<file path="src/rtl/frogger_pkg.sv">
// Shared types and helpers for the frogger hit manager.
package frogger_pkg;

  typedef enum logic [1:0] {
    StPlay,
    StRespawn,
    StInvuln,
    StGameOver
  } state_e;

  // Ceiling log2, never less than 1 so that single-entry ranges still get a bit.
  function automatic int unsigned clog2(input int unsigned value);
    int unsigned r;
    r = 0;
    while ((64'd1 << r) < 64'(value)) begin
      r++;
    end
    if (r == 0) begin
      r = 1;
    end
    return r;
  endfunction

endpackage

</file>
<file path="src/rtl/frogger_hit_manager_if.sv">
// Bus between car movers / frog controller and the hit manager, plus status outputs.
interface frogger_hit_manager_if
  import frogger_pkg::*;
#(
  parameter int unsigned NUM_CARS = 5,
  parameter int unsigned COORD_W  = 6,
  parameter int unsigned LIVES_W  = 2
);

  localparam int unsigned IdxW = clog2(NUM_CARS);

  logic [COORD_W-1:0]          i_Frogger_X;
  logic [COORD_W-1:0]          i_Frogger_Y;
  logic [NUM_CARS*COORD_W-1:0] i_Car_X;
  logic [NUM_CARS*COORD_W-1:0] i_Car_Y;
  logic                        i_Respawn_Done;
  logic                        i_Game_Start;
  logic [LIVES_W-1:0]          o_Lives;
  logic                        o_Hit;
  logic [IdxW-1:0]             o_Hit_Index;
  logic                        o_Respawn_Req;
  logic                        o_Invuln;
  logic                        o_Game_Over;

  modport master (
    output i_Frogger_X, i_Frogger_Y, i_Car_X, i_Car_Y, i_Respawn_Done, i_Game_Start,
    input  o_Lives, o_Hit, o_Hit_Index, o_Respawn_Req, o_Invuln, o_Game_Over
  );

  modport slave (
    input  i_Frogger_X, i_Frogger_Y, i_Car_X, i_Car_Y, i_Respawn_Done, i_Game_Start,
    output o_Lives, o_Hit, o_Hit_Index, o_Respawn_Req, o_Invuln, o_Game_Over
  );

endinterface

</file>
<file path="src/rtl/frogger_overlap_detect.sv">
// Combinational frog/car overlap test for a single car channel.
module frogger_overlap_detect #(
  parameter int unsigned COORD_W  = 6,
  parameter int unsigned CAR_LEN  = 2,
  parameter int unsigned FROG_LEN = 2
) (
  input  logic [COORD_W-1:0] frog_x_i,
  input  logic [COORD_W-1:0] frog_y_i,
  input  logic [COORD_W-1:0] car_x_i,
  input  logic [COORD_W-1:0] car_y_i,
  output logic               overlap_o
);

  // One extra bit so a span reaching past the last tile never wraps to column 0.
  logic [COORD_W:0] frog_lo, frog_hi, car_lo, car_hi;

  always_comb begin
    frog_lo   = {1'b0, frog_x_i};
    car_lo    = {1'b0, car_x_i};
    frog_hi   = frog_lo + (COORD_W + 1)'(FROG_LEN - 1);
    car_hi    = car_lo + (COORD_W + 1)'(CAR_LEN - 1);
    overlap_o = (frog_y_i == car_y_i) && (car_lo <= frog_hi) && (frog_lo <= car_hi);
  end

endmodule

</file>
<file path="src/rtl/frogger_hit_manager.sv">
// Collision and lives controller: registers overlaps, counts hits, sequences respawn,
// invulnerability and game-over.
module frogger_hit_manager
  import frogger_pkg::*;
#(
  parameter int unsigned NUM_CARS      = 5,
  parameter int unsigned COORD_W       = 6,
  parameter int unsigned CAR_LEN       = 2,
  parameter int unsigned FROG_LEN      = 2,
  parameter int unsigned LIVES_W       = 2,
  parameter int unsigned START_LIVES   = 3,
  parameter int unsigned INVULN_CYCLES = 8
) (
  input  logic                  i_Clk,
  input  logic                  i_Reset,
  frogger_hit_manager_if.slave  bus
);

  localparam int unsigned IdxW = clog2(NUM_CARS);
  localparam int unsigned CntW = clog2(INVULN_CYCLES + 1);
  localparam logic [LIVES_W-1:0] StartLives = LIVES_W'(START_LIVES);
  localparam logic [CntW-1:0] InvulnLoad =
      (INVULN_CYCLES == 0) ? '0 : CntW'(INVULN_CYCLES - 1);

  logic [NUM_CARS-1:0] overlap;
  logic [IdxW-1:0]     hit_idx;

  state_e              state_d, state_q;
  logic [NUM_CARS-1:0] hit_vec_d, hit_vec_q;
  logic [LIVES_W-1:0]  lives_d, lives_q;
  logic [CntW-1:0]     cnt_d, cnt_q;
  logic                hit_d, hit_q;
  logic [IdxW-1:0]     idx_d, idx_q;
  logic                req_d, req_q;
  logic                inv_d, inv_q;
  logic                go_d, go_q;

  for (genvar k = 0; k < NUM_CARS; k++) begin : g_car
    frogger_overlap_detect #(
      .COORD_W  (COORD_W),
      .CAR_LEN  (CAR_LEN),
      .FROG_LEN (FROG_LEN)
    ) u_detect (
      .frog_x_i  (bus.i_Frogger_X),
      .frog_y_i  (bus.i_Frogger_Y),
      .car_x_i   (bus.i_Car_X[k*COORD_W +: COORD_W]),
      .car_y_i   (bus.i_Car_Y[k*COORD_W +: COORD_W]),
      .overlap_o (overlap[k])
    );
  end

  // Scan downward so the lowest overlapping index wins.
  always_comb begin
    hit_idx = '0;
    for (int k = NUM_CARS - 1; k >= 0; k--) begin
      if (hit_vec_q[k]) begin
        hit_idx = IdxW'(k);
      end
    end
  end

  always_comb begin
    state_d   = state_q;
    hit_vec_d = overlap;
    lives_d   = lives_q;
    cnt_d     = cnt_q;
    hit_d     = 1'b0;
    idx_d     = idx_q;
    req_d     = req_q;
    inv_d     = inv_q;
    go_d      = go_q;

    if (bus.i_Game_Start) begin
      state_d = StPlay;
      lives_d = StartLives;
      cnt_d   = '0;
      req_d   = 1'b0;
      inv_d   = 1'b0;
      go_d    = 1'b0;
    end else begin
      unique case (state_q)
        StPlay: begin
          if (|hit_vec_q) begin
            hit_d = 1'b1;
            idx_d = hit_idx;
            if (lives_q > LIVES_W'(1)) begin
              lives_d = lives_q - 1'b1;
              state_d = StRespawn;
              req_d   = 1'b1;
            end else begin
              lives_d = '0;
              state_d = StGameOver;
              go_d    = 1'b1;
            end
          end
        end
        StRespawn: begin
          if (bus.i_Respawn_Done) begin
            req_d = 1'b0;
            if (INVULN_CYCLES == 0) begin
              // Drop any overlap sampled while respawning so it cannot score on entry.
              state_d   = StPlay;
              hit_vec_d = '0;
            end else begin
              state_d = StInvuln;
              cnt_d   = InvulnLoad;
              inv_d   = 1'b1;
            end
          end
        end
        StInvuln: begin
          if (cnt_q == '0) begin
            state_d = StPlay;
            inv_d   = 1'b0;
          end else begin
            cnt_d = cnt_q - 1'b1;
          end
        end
        StGameOver: begin
          lives_d = '0;
        end
        default: begin
          state_d = StPlay;
        end
      endcase
    end
  end

  always_ff @(posedge i_Clk) begin
    if (i_Reset) begin
      state_q   <= StPlay;
      hit_vec_q <= '0;
      lives_q   <= StartLives;
      cnt_q     <= '0;
      hit_q     <= 1'b0;
      idx_q     <= '0;
      req_q     <= 1'b0;
      inv_q     <= 1'b0;
      go_q      <= 1'b0;
    end else begin
      state_q   <= state_d;
      hit_vec_q <= hit_vec_d;
      lives_q   <= lives_d;
      cnt_q     <= cnt_d;
      hit_q     <= hit_d;
      idx_q     <= idx_d;
      req_q     <= req_d;
      inv_q     <= inv_d;
      go_q      <= go_d;
    end
  end

  assign bus.o_Lives       = lives_q;
  assign bus.o_Hit         = hit_q;
  assign bus.o_Hit_Index   = idx_q;
  assign bus.o_Respawn_Req = req_q;
  assign bus.o_Invuln      = inv_q;
  assign bus.o_Game_Over   = go_q;

endmodule
</file>
<file path="src/flat_wrapper.sv">
// flat-port wrapper written by rule: the top's interface ports become plain ports
module frogger_hit_manager_flat import frogger_pkg::*;
#(
  parameter int unsigned NUM_CARS      = 5,
  parameter int unsigned COORD_W       = 6,
  parameter int unsigned CAR_LEN       = 2,
  parameter int unsigned FROG_LEN      = 2,
  parameter int unsigned LIVES_W       = 2,
  parameter int unsigned START_LIVES   = 3,
  parameter int unsigned INVULN_CYCLES = 8
)
  (i_Clk, i_Reset, bus_i_Frogger_X, bus_i_Frogger_Y, bus_i_Car_X, bus_i_Car_Y, bus_i_Respawn_Done, bus_i_Game_Start, bus_o_Lives, bus_o_Hit, bus_o_Hit_Index, bus_o_Respawn_Req, bus_o_Invuln, bus_o_Game_Over);
  frogger_hit_manager_if #(.NUM_CARS(NUM_CARS), .COORD_W(COORD_W), .LIVES_W(LIVES_W)) bus_i ();
  input  logic i_Clk;
  input  logic i_Reset;
  input wire logic [$bits(bus_i.i_Frogger_X)-1:0] bus_i_Frogger_X;
  input wire logic [$bits(bus_i.i_Frogger_Y)-1:0] bus_i_Frogger_Y;
  input wire logic [$bits(bus_i.i_Car_X)-1:0] bus_i_Car_X;
  input wire logic [$bits(bus_i.i_Car_Y)-1:0] bus_i_Car_Y;
  input wire logic [$bits(bus_i.i_Respawn_Done)-1:0] bus_i_Respawn_Done;
  input wire logic [$bits(bus_i.i_Game_Start)-1:0] bus_i_Game_Start;
  output wire logic [$bits(bus_i.o_Lives)-1:0] bus_o_Lives;
  output wire logic [$bits(bus_i.o_Hit)-1:0] bus_o_Hit;
  output wire logic [$bits(bus_i.o_Hit_Index)-1:0] bus_o_Hit_Index;
  output wire logic [$bits(bus_i.o_Respawn_Req)-1:0] bus_o_Respawn_Req;
  output wire logic [$bits(bus_i.o_Invuln)-1:0] bus_o_Invuln;
  output wire logic [$bits(bus_i.o_Game_Over)-1:0] bus_o_Game_Over;
  assign bus_i.i_Frogger_X = bus_i_Frogger_X;
  assign bus_i.i_Frogger_Y = bus_i_Frogger_Y;
  assign bus_i.i_Car_X = bus_i_Car_X;
  assign bus_i.i_Car_Y = bus_i_Car_Y;
  assign bus_i.i_Respawn_Done = bus_i_Respawn_Done;
  assign bus_i.i_Game_Start = bus_i_Game_Start;
  assign bus_o_Lives = bus_i.o_Lives;
  assign bus_o_Hit = bus_i.o_Hit;
  assign bus_o_Hit_Index = bus_i.o_Hit_Index;
  assign bus_o_Respawn_Req = bus_i.o_Respawn_Req;
  assign bus_o_Invuln = bus_i.o_Invuln;
  assign bus_o_Game_Over = bus_i.o_Game_Over;
  frogger_hit_manager #(.NUM_CARS(NUM_CARS), .COORD_W(COORD_W), .CAR_LEN(CAR_LEN), .FROG_LEN(FROG_LEN), .LIVES_W(LIVES_W), .START_LIVES(START_LIVES), .INVULN_CYCLES(INVULN_CYCLES)) u_core (.i_Clk(i_Clk), .i_Reset(i_Reset), .bus(bus_i));
endmodule
</file>
<file path="config.mk">
export PLATFORM = sky130hd
export DESIGN_NAME = frogger_hit_manager_flat
export DESIGN_NICKNAME = d
export VERILOG_FILES = /design/src/rtl/frogger_pkg.sv /design/src/rtl/frogger_hit_manager_if.sv /design/src/rtl/frogger_overlap_detect.sv /design/src/rtl/frogger_hit_manager.sv /design/src/flat_wrapper.sv
export SDC_FILE = /design/constraint.sdc
export NUM_CORES = 1
export LEC_CHECK = 0
export BUFFER_PORTS_ARGS = -buffer_cell sky130_fd_sc_hd__clkbuf_2
export CAP_MARGIN = 20
export CORE_AREA = 4 4 79 81
export CTS_BUF_LIST = sky130_fd_sc_hd__clkbuf_4
export DETAILED_ROUTE_END_ITERATION = 7
export DIE_AREA = 0 0 83 85
export PLACE_DENSITY_LB_ADDON = 0.08
export SETUP_SLACK_MARGIN = 0.02
export SLEW_MARGIN = 20
export SYNTH_ARGS = -nofsm -noshare
export SYNTH_HDL_FRONTEND = slang
export SYNTH_SLANG_ARGS = --single-unit
</file>
<file path="constraint.sdc">
create_clock -name i_Clk -period 6.8 [get_ports i_Clk]
set_clock_uncertainty 0.1 [all_clocks]
set_input_delay 0.68 -clock i_Clk [delete_from_list [all_inputs] [get_ports i_Clk]]
set_output_delay 0.68 -clock i_Clk [all_outputs]
set_load 0.005 [all_outputs]
</file>
# Yosys cells after proc, flatten, opt, wreduce, memory -nomap -nowiden
# Cells that the tools add are included.
# word_totals
latchBits	0
wordCells	94
output_inout_bits	9
romBits	0
ram_bits	0
mem_count	0
reg_bits	20
# classes
bitwise	3
div_mod_pow	0
mux	24
n_mul	0
n_eq_ne	13
n_lt_le_gt_ge	11
reduce_logical	26
shift	0
add_sub_neg	8
# op_table
cell	n
$le 6x7->1	10
$add 6x1->7 const B	6
$eq 6x6->1	5
$mux 3	5
$mux 2	6
$reduce_and 3->1	4
$logic_and 1x1->1	10
$mux 4	2
$pmux 4 s2	1
$reduce_and 4->1	2
$mux 1	6
$ne 2x1->1 const B	3
$pmux 2 s3	1
$reduce_bool 2->1	3
$reduce_or 5->1	1
$eq 2x2->1 const B	2
$logic_not 4->1	1
$ne 2x2->1 const B	2
$pmux 1 s2	2
$pmux 2 s2	1
$sub 4x1->4 const B	1
$not 1->1	3
$reduce_bool 3->1	1
$reduce_or 3->1	1
other kinds (6)	6

# Logic depth before layout (Yosys ltp)
# depth
depth_word	5
mapped_depth	10
depth_no_buf	10

# Hierarchy
# Synthesis repeated with hierarchy kept, for this count alone.
# hier_totals
hier_cells	412
area_unflattened_um2	3377.0
# by_module_without_submodules
module	instances	seq_area_each_um2	area_per_inst_um2	cells_per_inst
frogger_overlap_detect	5	0.0	485.5	62
frogger_hit_manager	1	400.4	949.7	102

# Least setup slack after synthesis
# OpenSTA, ideal clock, no wires.
# synth_path
path_kind	input -> register
startpoint	input port bus_i_Frogger_X[0]
endpoint	register u_core.hit_vec_q[0]
setup_slack_ps	4177
t_required_ps	6612
arrival_ps	2435
stages	8
setup_ps	88
cell_sequence	ha_1 xnor2_1 ha_1 o21ai_0 a32oi_1 maj3_2 a221o_1 a311oi_2
# synth_between
elab_chain_cells	4
word_cells_on_any_way	5
# synth_lines
item	line	text
from (decl)	flat_wrapper.sv:16	input wire logic [$bits(bus_i.i_Frogger_X)-1:0] bus_i_Frogger_X;
$add 6x1->7	frogger_overlap_detect.sv:20	frog_hi = frog_lo + (COORD_W + 1)'(FROG_LEN - 1);
$le 6x7->1	frogger_overlap_detect.sv:22	overlap_o = (frog_y_i == car_y_i) && (car_lo <= frog_hi) && (frog_lo <= car_hi);
$logic_and 1x1->1	frogger_overlap_detect.sv:22	
$logic_and 1x1->1 *	frogger_overlap_detect.sv:22	
to (signal assigned)	frogger_hit_manager.sv:142	hit_vec_q <= hit_vec_d;
to (decl)	frogger_hit_manager.sv:29	logic [NUM_CARS-1:0] hit_vec_d, hit_vec_q;
# Every way passes the cells marked *; elsewhere a longest branch is shown, timed or not.
# A chain may end at the register's enable or synchronous reset.

# Worst setup path in the final report
# layout_path
startpoint	input port bus_i_Frogger_X[1]
endpoint	register u_core.hit_vec_q[0]
# Same word-level chain as after synthesis.

==> impl_metrics.toml <==
[power_and_ir_drop]
power_frac_comb_pct = 46.4
p_sw_mw = 0.1407
max-vdd-ir-drop_v = 0.00008102
pwr-share-clk_pct = 24.2
p_int_mw = 0.2666
leakagePower_nw = 1.559
seqPwrFrac_pct = 29.4
power.density_nw_per_um2 = 119.7
total_power_mw = 0.4073
switching_share_pct = 34.55

[cts]
ctsHoldBuffers = 0
htreeDepth = 1
postCtsSetupRepairBufs = 0
clock-root-buffer = "clkbuf_4"
cts.sinks = 20
clockBufferDepth = 2
cts-buffers-inserted = 3
insertion_delay_ps = 310
cts_tree = "built"
ctsResizeCount = 0
clk_pin_slew_ps = 130

[routing]
routed.top_layer = "met4"
drt-initial-drc-count = 190
met3_length_um = 400
route.detailed.drc = 0
first_pass_iters = 4
postRouteWirelength_um = 7300
wl_met2_um = 3360
ant_nets = 0
m1WireLength_um = 3467
routedWlPerCell_um = 14.40
via_per_inst = 5.611
vias = 2845

[global_route]
overflow = 0
grt_pass1_wl_um = 12210
track_usage_pct = 20.33
grt_max_degree = 13
grt_pass1_vias = 2665
grt_antenna_before_repair = 0

[placed_design]
dp_hpwl_um = 6168
dp.cells = 503
numPortBuffers = 84
gp_routability_congestion = 0.8851

[logic_synthesis]
yosys_warnings = 0
yosys.cell_types.count = 47
syn-instance-count = 355
synth_edf_count = 0
yosysSeqAreaShare_pct = 13.91
async_reset_ff_share_pct = 0
synth_top_area_cell = "ha_1"
synthTopCellsByCount = "ha_1, xor2_1, a21oi_1, inv_1, nand3_1"
yosysMostFrequentCell = "ha_1"
synth.avg_cell_area_um2 = 8.106
syn_area_um2 = 2878
synth_top_area_share_pct = 23.91
syn_nets = 486
ys_ff_latch = 20
ys_top_cells_by_area = "ha_1, dfxtp_1, xor2_1"
synthFlopType = "dfxtp_1"

[timing]
worst_hold_slack_ps = 387.2
rsz0062_at_grt = "false"
period_needed_ps = 2829
fin_crit_sh_pct = 41.60
worstMarginPinSlew_ps = 530.3
setup_viol = 0
hold_viol_final = 0
finalMaxSlewViolations = 0
tns_ps = 0
fmax_mhz = 353.5
slew_headroom_pct = 64.53

[setup_path]
end_kind = "flop"
crit_type = "input port to flop"
r2r-end = "u_core.cnt_q[3]"
crit_fanout = 8
worstReg2RegStart = "u_core.state_q[1]"
r2r_cells = 8
cp-start-kind = "input port"
reg2reg_slack_ps = 4820
endpoint = "u_core.hit_vec_q[0]"
critPathLaunch = "bus_i_Frogger_X[1]"
cp.arrival_ps = 2940
required_ps = 6910

[floorplan]
die-area_um2 = 7055
die_height_um = 85
ios = 85
start_util_pct = 52.58
fp.dieW_um = 83
row_count = 27
core-area_um2 = 5473

[status]
status = "finished, final reports clean"

[cells_and_area]
stdcell_count = 507
fillCellCount = 543
antennaDiodeCount = 0
syn_to_final_growth_pct = 18.22
nets = 567
drive_gt1_share_pct = 24.14

[job]
cap_viol_max_count = 0

[hold_path]
hold_class = "flop to flop"
==> layout by cell type (no fill, tap or decap), types with 2 or more instances in the layout <==
cell | Yosys | routed
nand3_2 | 2 | 2
a21o_1 | 3 | 3
clkbuf_4 | 0 | 3
nor2b_1 | 9 | 9
and3_1 | 5 | 5
a211oi_1 | 4 | 4
nand2_1 | 15 | 15
a32oi_1 | 2 | 2
o21ai_0 | 16 | 16
nor3_1 | 3 | 3
nor3b_1 | 2 | 2
dfxtp_1 | 20 | 20
clkbuf_2 | 0 | 84
nand2b_1 | 2 | 2
a21oi_1 | 28 | 28
xnor2_1 | 19 | 19
o211ai_1 | 4 | 4
nand4_1 | 10 | 10
a221oi_1 | 2 | 2
inv_1 | 23 | 23
nand3b_1 | 3 | 3
and4_1 | 3 | 3
o21a_1 | 6 | 6
nand3_1 | 22 | 22
ha_1 | 55 | 55
a31oi_1 | 3 | 3
nor4_1 | 6 | 6
o22ai_1 | 2 | 2
xor2_2 | 2 | 2
maj3_2 | 7 | 7
xor2_1 | 34 | 34
a31o_2 | 2 | 2
nor2_1 | 20 | 20
==> kinds of logic after synthesis <==
group,Yosys count,synth area share (%)
buffers and inverters,31,4.347
AO/OA/AOI/OAI,77,16.74
flip-flops,20,13.91
multiplexers,2,0.7391
AND/OR/NAND/NOR,108,20.35
adder cells (fa/ha/maj),62,26.65
XOR/XNOR,55,17.26
==> stage by stage <==
stage | util (%) | setup slack, ps | instance area [µm²]
detailed placement | 61.20 | 3673 | 3349
floorplan | - | 4177 | 2878
finish | 62.16 | 3971 | 3402
global placement | 61.20 | 3773 | 3349
global route | 62.16 | 3780 | 3402
CTS | 62.16 | 3979 | 3402
==> sequential cells by signal (all words and copies together), names as in the netlist <==
register / cells
u_core.bus.o_Respawn_Req: 1
u_core.bus.o_Lives: 2
u_core.cnt_q: 4
u_core.bus.o_Game_Over: 1
u_core.hit_vec_q: 5
u_core.bus.o_Hit_Index: 3
u_core.bus.o_Hit: 1
u_core.bus.o_Invuln: 1
u_core.state_q: 2
==> critical path, cell delays in order <==
cell and delay [ps]:
clkbuf_2 180, ha_1 270, xnor2_1 440, ha_1 340, o21ai_0 90, a32oi_1 90
maj3_2 310, a221o_1 280, a311oi_2 240
==> worst min-delay path by stage <==
stage / startpoint / to / slack (ps) / depth (start not counted)
after floorplan: u_core.cnt_q[1] / u_core.cnt_q[1] / 360 / 2
after global placement: u_core.bus.o_Game_Over / u_core.bus.o_Game_Over / 350 / 2
after detailed placement: u_core.bus.o_Game_Over / u_core.bus.o_Game_Over / 370 / 2
after CTS: u_core.bus.o_Hit_Index[0] / u_core.bus.o_Hit_Index[0] / 390 / 2
after global routing: u_core.bus.o_Hit_Index[1] / u_core.bus.o_Hit_Index[1] / 420 / 2
final: u_core.bus.o_Hit_Index[1] / u_core.bus.o_Hit_Index[1] / 390 / 2
==> routing by layer <==
metal	global-route usage, %	vias up
met5	0	-
li1	-	1460
met3	2.816	8
met1	28.14	1283
met2	33.75	94
met4	4.160	0
==> power groups by stage <==
stage	Clock (mW)	Combinational, mW	Sequential [mW]
after global routing	0.106	0.215	0.120
final	0.0985	0.189	0.120
after global placement	0	0.182	0.122
after CTS	0.102	0.189	0.120
after detailed placement	0	0.188	0.122
after floorplan	0	0.126	0.122
==> layout make-up <==
| cell class | instances | area (µm²) | share of cell area [%] |
|---|---|---|---|
| Clock buffer | 3 | 22.52 | 0.6620 |
| Tap cell | 72 | 90.09 | 2.648 |
| Inverter | 23 | 86.33 | 2.538 |
| Timing Repair Buffer | 84 | 420.4 | 12.36 |
| Clock inverter | 1 | 30.03 | 0.8827 |
| Sequential cell | 20 | 400.4 | 11.77 |
| Multi-Input combinational cell | 304 | 2352 | 69.14 |
(Power assumes the default switching activity.)
